**config.mk**
```make
export PLATFORM = sky130hd
export DESIGN_NAME = clk_div_ctrl
export DESIGN_NICKNAME = d
export VERILOG_FILES = /design/src/rtl/clk_div_ctrl_pkg.sv /design/src/rtl/clk_div_ctrl_rr_arb.sv /design/src/rtl/clk_div_ctrl.sv
export SDC_FILE = /design/constraint.sdc
export NUM_CORES = 1
export LEC_CHECK = 0
export ABC_CLOCK_PERIOD_IN_PS = 2800
export CORE_ASPECT_RATIO = 0.7
export CORE_MARGIN = 10
export CORE_UTILIZATION = 35
export DETAILED_ROUTE_END_ITERATION = 12
export PLACE_DENSITY = 0.64
export SYNTH_ARGS = -nofsm -noshare
export SYNTH_HDL_FRONTEND = slang
export SYNTH_SLANG_ARGS = --single-unit
export TNS_END_PERCENT = 1
```
**constraint.sdc**
```tcl
create_clock -name i_ref_clk -period 2.8 [get_ports i_ref_clk]
set_input_delay 0.56 -clock i_ref_clk [delete_from_list [all_inputs] [get_ports i_ref_clk]]
set_output_delay 0.56 -clock i_ref_clk [all_outputs]
set_load 0.02 [all_outputs]
```
**src/rtl/clk_div_ctrl_pkg.sv**
```systemverilog
// Shared definitions for the clk_div sequencer: FSM state encoding,
// requester indices and parameter defaults.
package clk_div_ctrl_pkg;

   localparam int RATIO_W_DEF   = 3;
   localparam int RST_RATIO_DEF = 2;

   // requester 0 is software config, requester 1 is the power manager
   localparam int REQ_SW = 0;
   localparam int REQ_PM = 1;

   typedef enum logic [2:0] {
      ST_IDLE     = 3'd0,
      ST_GATE     = 3'd1,
      ST_WAIT_LOW = 3'd2,
      ST_LOAD     = 3'd3,
      ST_SETTLE   = 3'd4,
      ST_ENABLE   = 3'd5
   } state_t;

endpackage

```
**src/rtl/clk_div_ctrl_rr_arb.sv**
```systemverilog
// Two-way round-robin arbiter. Grants only while the sequencer is idle;
// after every grant the pointer moves to the requester that lost.
module clk_div_ctrl_rr_arb
   import clk_div_ctrl_pkg::*;
(
   input  logic       i_ref_clk,
   input  logic       i_rst,
   input  logic       i_idle,
   input  logic [1:0] i_req_valid,
   output logic [1:0] o_grant,
   output logic       o_gnt_idx
);

   logic       r_ptr;
   logic [1:0] w_grant;

   // one-hot grant: a lone valid wins, a tie goes to the pointer's side
   always_comb begin
      w_grant = 2'b00;
      if (i_idle) begin
         if (i_req_valid[REQ_SW] && (!i_req_valid[REQ_PM] || !r_ptr))
            w_grant[REQ_SW] = 1'b1;
         else if (i_req_valid[REQ_PM])
            w_grant[REQ_PM] = 1'b1;
      end
   end

   assign o_grant   = w_grant;
   assign o_gnt_idx = w_grant[REQ_PM];

   // pointer update: point at the requester that was not just served
   always_ff @(posedge i_ref_clk) begin
      if (i_rst)
         r_ptr <= 1'b0;
      else if (|w_grant)
         r_ptr <= ~w_grant[REQ_PM];
   end

endmodule

```
**src/rtl/clk_div_ctrl.sv**
```systemverilog
// Glitch-free ratio change sequencer in front of clk_div.
// Optional build macro CLK_DIV_CTRL_CNT_EN adds o_chg_cnt, a wrapping
// count of ratio loads (same-ratio requests are not counted).
//
//   state    | meaning
//   ---------+------------------------------------------------------
//   IDLE     | follow i_clk_en, accept a request
//   GATE     | drop divider enable, raise busy, arm wait timer
//   WAIT_LOW | wait for i_div_clk low on two consecutive edges or timer
//   LOAD     | drive the new ratio to the divider
//   SETTLE   | hold the divider disabled for SETTLE_CYC cycles
//   ENABLE   | restore enable from i_clk_en, pulse done
module clk_div_ctrl
   import clk_div_ctrl_pkg::*;
#(
   parameter int RATIO_W    = RATIO_W_DEF,
   parameter int RST_RATIO  = RST_RATIO_DEF,
   parameter int SETTLE_CYC = 2,
   parameter int WAIT_MAX   = 16
) (
   input  logic               i_ref_clk,
   input  logic               i_rst,
   input  logic               i_clk_en,
   input  logic [1:0]         i_req_valid,
   input  logic [RATIO_W-1:0] i_req_ratio0,
   input  logic [RATIO_W-1:0] i_req_ratio1,
   output logic [1:0]         o_req_ready,
   input  logic               i_div_clk,
   output logic [RATIO_W-1:0] o_div_ratio,
   output logic               o_clk_en,
   output logic               o_busy,
   output logic               o_done,
   output logic               o_timeout
`ifdef CLK_DIV_CTRL_CNT_EN
   ,
   output logic [7:0]         o_chg_cnt
`endif
);

   // one timer serves both the low-wait limit and the settle interval
   localparam int TMR_MAX = (WAIT_MAX > SETTLE_CYC) ? WAIT_MAX : SETTLE_CYC;
   localparam int TMR_W   = $clog2(TMR_MAX + 1);

   state_t             r_state;
   logic [RATIO_W-1:0] r_new_ratio;
   logic [RATIO_W-1:0] r_div_ratio;
   logic               r_clk_en;
   logic               r_busy;
   logic               r_done;
   logic               r_timeout;
   logic               r_low_seen;
   logic [TMR_W-1:0]   r_tmr;

   logic               w_idle;
   logic [1:0]         w_grant;
   logic               w_gnt_idx;
   logic               w_accept;
   logic [RATIO_W-1:0] w_acc_ratio;

   assign w_idle      = (r_state == ST_IDLE);
   assign w_accept    = |w_grant;
   assign w_acc_ratio = w_gnt_idx ? i_req_ratio1 : i_req_ratio0;

   clk_div_ctrl_rr_arb u_arb (
      .i_ref_clk   (i_ref_clk),
      .i_rst       (i_rst),
      .i_idle      (w_idle),
      .i_req_valid (i_req_valid),
      .o_grant     (w_grant),
      .o_gnt_idx   (w_gnt_idx)
   );

   // change sequencer; all divider-facing outputs are registered here
   always_ff @(posedge i_ref_clk) begin
      if (i_rst) begin
         r_state     <= ST_IDLE;
         r_new_ratio <= RATIO_W'(RST_RATIO);
         r_div_ratio <= RATIO_W'(RST_RATIO);
         r_clk_en    <= 1'b0;
         r_busy      <= 1'b0;
         r_done      <= 1'b0;
         r_timeout   <= 1'b0;
         r_low_seen  <= 1'b0;
         r_tmr       <= '0;
      end else begin
         r_done <= 1'b0;
         case (r_state)
            ST_IDLE: begin
               r_clk_en <= i_clk_en;
               if (w_accept) begin
                  r_new_ratio <= w_acc_ratio;
                  // an unchanged ratio needs no gating at all
                  if (w_acc_ratio == r_div_ratio)
                     r_done <= 1'b1;
                  else
                     r_state <= ST_GATE;
               end
            end
            ST_GATE: begin
               r_clk_en   <= 1'b0;
               r_busy     <= 1'b1;
               r_low_seen <= 1'b0;
               r_tmr      <= TMR_W'(WAIT_MAX - 1);
               r_state    <= ST_WAIT_LOW;
            end
            ST_WAIT_LOW: begin
               // a genuine low pair wins over a timer that expires on the same edge
               if (!i_div_clk && r_low_seen) begin
                  r_state <= ST_LOAD;
               end else if (r_tmr == '0) begin
                  r_timeout <= 1'b1;
                  r_state   <= ST_LOAD;
               end else begin
                  r_tmr      <= r_tmr - 1'b1;
                  r_low_seen <= !i_div_clk;
               end
            end
            ST_LOAD: begin
               r_div_ratio <= r_new_ratio;
               r_tmr       <= TMR_W'(SETTLE_CYC - 1);
               r_state     <= ST_SETTLE;
            end
            ST_SETTLE: begin
               if (r_tmr == '0)
                  r_state <= ST_ENABLE;
               else
                  r_tmr <= r_tmr - 1'b1;
            end
            ST_ENABLE: begin
               r_clk_en <= i_clk_en;
               r_busy   <= 1'b0;
               r_done   <= 1'b1;
               r_state  <= ST_IDLE;
            end
            default: begin
               r_state <= ST_IDLE;
            end
         endcase
      end
   end

`ifdef CLK_DIV_CTRL_CNT_EN
   logic [7:0] r_chg_cnt;

   // count ratio loads, wrapping at 255
   always_ff @(posedge i_ref_clk) begin
      if (i_rst)
         r_chg_cnt <= 8'd0;
      else if (r_state == ST_LOAD)
         r_chg_cnt <= r_chg_cnt + 8'd1;
   end

   assign o_chg_cnt = r_chg_cnt;
`endif

   assign o_req_ready = w_grant;
   assign o_div_ratio = r_div_ratio;
   assign o_clk_en    = r_clk_en;
   assign o_busy      = r_busy;
   assign o_done      = r_done;
   assign o_timeout   = r_timeout;

endmodule

```
# Word-level counts from Yosys, hierarchy flattened
# Index checks and enable logic that the tools add are counted.
[word_totals]
register_bits = 20
input_bits = 12
output_inout_bits = 9
elab_cells = 66
[classes]
n_addsub = 1
eq_ne = 12
n_mux = 22
bitwise_logic = 2
reduce_logical = 19
[ops]
columns = ["cell", "count"]
rows = [
  ["5-bit case mux with 4 select lines", 1],
  ["3-bit two-way mux", 6],
  ["3-bit case mux with 5 select lines", 1],
  ["5-bit two-way mux", 2],
  ["2-bit inequality test, second input constant", 5],
  ["1-bit case mux with 2 select lines", 4],
  ["1-bit two-way mux", 7],
  ["3-bit by 2-bit == test with 1-bit output, second input constant", 2],
  ["3-bit == test, second input constant", 2],
  ["3-bit AND reduction", 2],
  ["2-bit nonzero test", 3],
  ["5-bit logical NOT", 1],
  ["5-bit by 1-bit subtractor with 5-bit output, second input constant", 1],
  ["2-bit AND reduction", 2],
  ["4-bit AND reduction", 1],
  ["4-bit nonzero test", 1],
  ["2-bit OR reduction", 2],
  ["3-bit by 1-bit == test with 1-bit output, second input constant", 1],
  ["3-bit == test", 1],
  ["1-bit logical NOT", 3],
  ["3-bit logical NOT", 1],
  ["3-bit inequality test, second input constant", 1],
  ["1-bit logical AND", 2],
  ["2-bit two-way mux", 1],
  ["2 further kinds", 3],
]

# Logic depth before layout (Yosys ltp)
[depth]
depth_word = 10
ltp_mapped = 7
depth_no_buf = 7

# By module
# From an unflattened synthesis, not the netlist that was laid out.
[unflattened]
cells_unflattened = 127
area_unflattened_um2 = 1099.8
[modules_own_cells]
columns = ["mod", "n_inst", "cells_each", "area_per_inst_um2", "seq_area_each_um2"]
rows = [
  ["clk_div_ctrl", 1, 118, 1037.2, 380.4],
  ["clk_div_ctrl_rr_arb", 1, 9, 62.6, 20.0],
]

# Worst setup path after synthesis
# OpenSTA, ideal clock, no wires.
[synth_path]
kind = "input -> output"
from = "in i_req_valid[1]"
to = "out o_req_ready[1]"
arrival_time_ps = 1162
t_required_ps = 2240
slack_ps = 1078
cell_stages = 4
n_path_buf = 2
cell_sequence = "clkbuf_1 > nand3_4 > clkinv_2 > buf_4"
[synth_between]
elab_chain_cells = 5
word_cells_on_any_way = 6
cone_classes = "mux (3); reduce/logical (3)"
[synth_lines]
columns = ["element", "line", "source"]
rows = [
  ["start, declared", "clk_div_ctrl.sv:24", "input logic [1:0] i_req_valid,"],
  ["1-bit logical NOT", "clk_div_ctrl_rr_arb.sv:21", "if (i_req_valid[REQ_SW] && (!i_req_valid[REQ_PM] || !r_ptr))"],
  ["1-bit logical OR", "clk_div_ctrl_rr_arb.sv:21", ""],
  ["1-bit logical AND", "clk_div_ctrl_rr_arb.sv:21", ""],
  ["1-bit two-way mux *", "clk_div_ctrl_rr_arb.sv:21", ""],
  ["2-bit two-way mux *", "clk_div_ctrl_rr_arb.sv:20", "if (i_idle) begin"],
  ["end, declared", "clk_div_ctrl.sv:27", "output logic [1:0] o_req_ready,"],
]
# Mark *: on every way between the ends. The rest lies on a longest branch, timed or not.

# Final worst setup path
[layout_path]
from = "in i_req_valid[0]"
to = "out o_req_ready[1]"
[layout_between]
elab_chain_cells = 3
[layout_lines]
columns = ["element", "line"]
rows = [
  ["1-bit logical AND", "clk_div_ctrl_rr_arb.sv:21"],
  ["1-bit two-way mux", "clk_div_ctrl_rr_arb.sv:21"],
  ["2-bit two-way mux", "clk_div_ctrl_rr_arb.sv:20"],
]
# Every way passes these cells.

==> metrics <==
TritonCTS clock tree=done; synth warn=0; most frequent cells in the layout=clkdlybuf4s50_1, dfxtp_1, nor2_1; Critical Path Fanout Max=6; hold_buf cts=0; Final Hold Fails=0; Max VDD drop=0.476 mV; R2R Path End=r_tmr[0]$_SDFFE_PP0P_; Synth Flop Type=dfxtp_1; gr usage total=9.71%; Fmax achieved=0.374 GHz; crit end category=primary output; status=finished, final reports clean; setup violators final=0; met2 usage in global routing=13.8%; asr flop ratio synth=0%; final antenna-violating net count=0; Hold Crit Endpoint=r_new_ratio[1]$_SDFFE_PP1P_; R2R depth=7; Slew @ Worst Pin=781 ps; hold wc startpoint=r_new_ratio[1]$_SDFFE_PP1P_; initial antenna violation count=0; die extent in y=67.2 um; clock skew=2.34 ps; Worst EP required=2240 ps; GR Util met3=4.21%; worst hold stages=1; DIE AREA=0.00588 mm^2; area grow syn2layout=27.6%; Synthesized Nets=150; Chip Width=87.5 um; Tcrit/Tclk final=95.6%; Post-CTS Setup Repair Bufs=0; share of layout cells above drive strength 1=7.69%; Post-Syn Area per Cell=8.14 um^2; WP data arrival=2120 ps; LEAKAGE=0.535 nW; minimum clock period=2680 ps; GR peak layer=met2; Worst Hold Class=reg -> reg; remaining global-route overflow=0; Max Root-Sink Buffers=2; CTS root buf=clkbuf_8; Cell variety after synth=40; CTS HTree Levels=1; Final Net Count=170; WL/cell=14.3 um; Initial Util=35.9%; sequential element share of the synthesized area=35.9%; worst skew pair latency=260 ps; Post-DP HPWL=2120 um; Diodes inserted=0; 1st-pass router iterations=4; DRT Wirelength=2780 um; Crit Path Class=in -> out; Worst setup SP type=input port; Worst slew margin=47.8%; register clock-pin slew on the reported worst setup and hold paths=70 ps; core area=0.00311 mm^2; pwr/cell area=1020 mW/mm^2; Sum Neg Setup Slack=0 ps; RR Startpoint=r_tmr[0]$_SDFFE_PP0P_; EDFF count, synth=0; port buffer count=20; Remaining DRCs=0; pre-CTS WS=122 ps; DRC marker count from the first detailed-route iteration=127; area of the mapped netlist=0.00111 mm^2; met1 usage=12.9%; IO Pins=21; CTS Sinks=20; max cap viols=0; flops & latches, synth=20; via count=1028; fin. max-slew vios=0; row count=17; largest net degree at the start of global routing=22; final worst slack=124 ps; Reg2Reg Setup Slack=840 ps; RSZ-0062 raised after global routing=false; first-pass GRT wire length=4620 um; vias in the first global route=982; Num CTS Buffers=3; Via density=5.30; GPL Wtd Cong=0.882; Cells after Synth=137; post-cts resize count=0
-- cells in the mapped netlist, types with 2 or more instances --
cell type	instances	area (um^2)
a21oi_1	9	45.0
xnor2_1	2	17.5
nor3_1	4	20.0
mux2i_1	6	60.1
nor2b_1	4	25.0
o21ai_1	2	10.0
dfxtp_1	20	400
nand2b_1	11	68.8
o21ai_0	10	50.1
inv_1	5	18.8
a211o_1	2	17.5
clkbuf_1	6	22.5
a211oi_1	5	37.5
nor2_1	16	60.1
nand3_1	2	10.0
nand2_1	7	26.3
o21a_1	3	22.5
-- area by class of cell --
cell class,count,area (um^2)
multi-input combinational,103,657
clock inverter,1,30.0
timing repair buffer,23,223
inverter,6,23.8
fill,310,1680
tap,38,47.5
sequential,20,400
clock buffer,3,41.3
-- through the flow --
step / utilization, % / hold slack, ps / cell area, um^2 / instances / total power, W
2_1_floorplan: - / 434 / 1110 / 137 / 0.000970
3_3_place_gp: 43.5 / 445 / 1350 / 190 / 0.00115
3_5_place_dp: 43.5 / 450 / 1350 / 190 / 0.00117
4_1_cts: 45.8 / 467 / 1420 / 194 / 0.00146
5_1_grt: 45.8 / 498 / 1420 / 194 / 0.00158
6_report: 45.8 / 463 / 1420 / 194 / 0.00145
-- critical path: stages --
cell,delay [ps]
clkdlybuf4s50_1,500
nand2b_1,220
nand3_4,110
clkinv_2,110
clkdlybuf4s50_1,610
-- kinds of logic (layout without fill, tap and decap cells) --
logic type	count (synthesis)	after routing	share of synthesized area [%]
AND/OR/NAND/NOR	52	52	25.8
AO/OA/AOI/OAI	41	41	24.2
flip-flops	20	20	35.9
buffers and inverters	14	33	5.16
multiplexers	6	6	5.39
XOR/XNOR	3	3	2.36
adder cells (fa/ha/maj)	1	1	1.12
-- routing by layer --
metal  vias to the layer above  wire (um)  share of wire [%]
li1                        528          -                  -
met5                         -          0                  0
met3                         4        171                6.1
met2                        19       1200                 43
met4                         0         26               0.93
met1                       477       1390                 50
-- state kept, by name, indices dropped and copies added (netlist names) --
register	count
o_done	1
r_low_seen	1
o_busy	1
r_new_ratio	3
r_tmr	5
u_arb.r_ptr	1
o_div_ratio	3
o_timeout	1
r_state	3
o_clk_en	1
-- power by group --
part           internal [W]  leakage, nW  switching, W  total [W]
clock              0.000191       0.0357     0.0000958   0.000287
sequential         0.000371        0.164     0.0000826   0.000454
combinational      0.000312        0.335      0.000401   0.000713
total              0.000874        0.535      0.000580    0.00145
-- how the worst max path moves through the flow --
stage | from | end | slack [ps] | depth (start not counted)
floorplan | i_req_valid[1] | o_req_ready[1] | 1080 | 4
global placement | i_req_valid[0] | o_req_ready[1] | 190 | 5
detailed placement | i_req_valid[0] | o_req_ready[1] | 120 | 5
CTS | i_req_valid[0] | o_req_ready[1] | 130 | 5
global route | r_state[0]$_SDFFE_PP0P_ | o_req_ready[0] | 10 | 4
finish | i_req_valid[0] | o_req_ready[1] | 120 | 5
No activity file was read; power rests on OpenSTA's default activity.
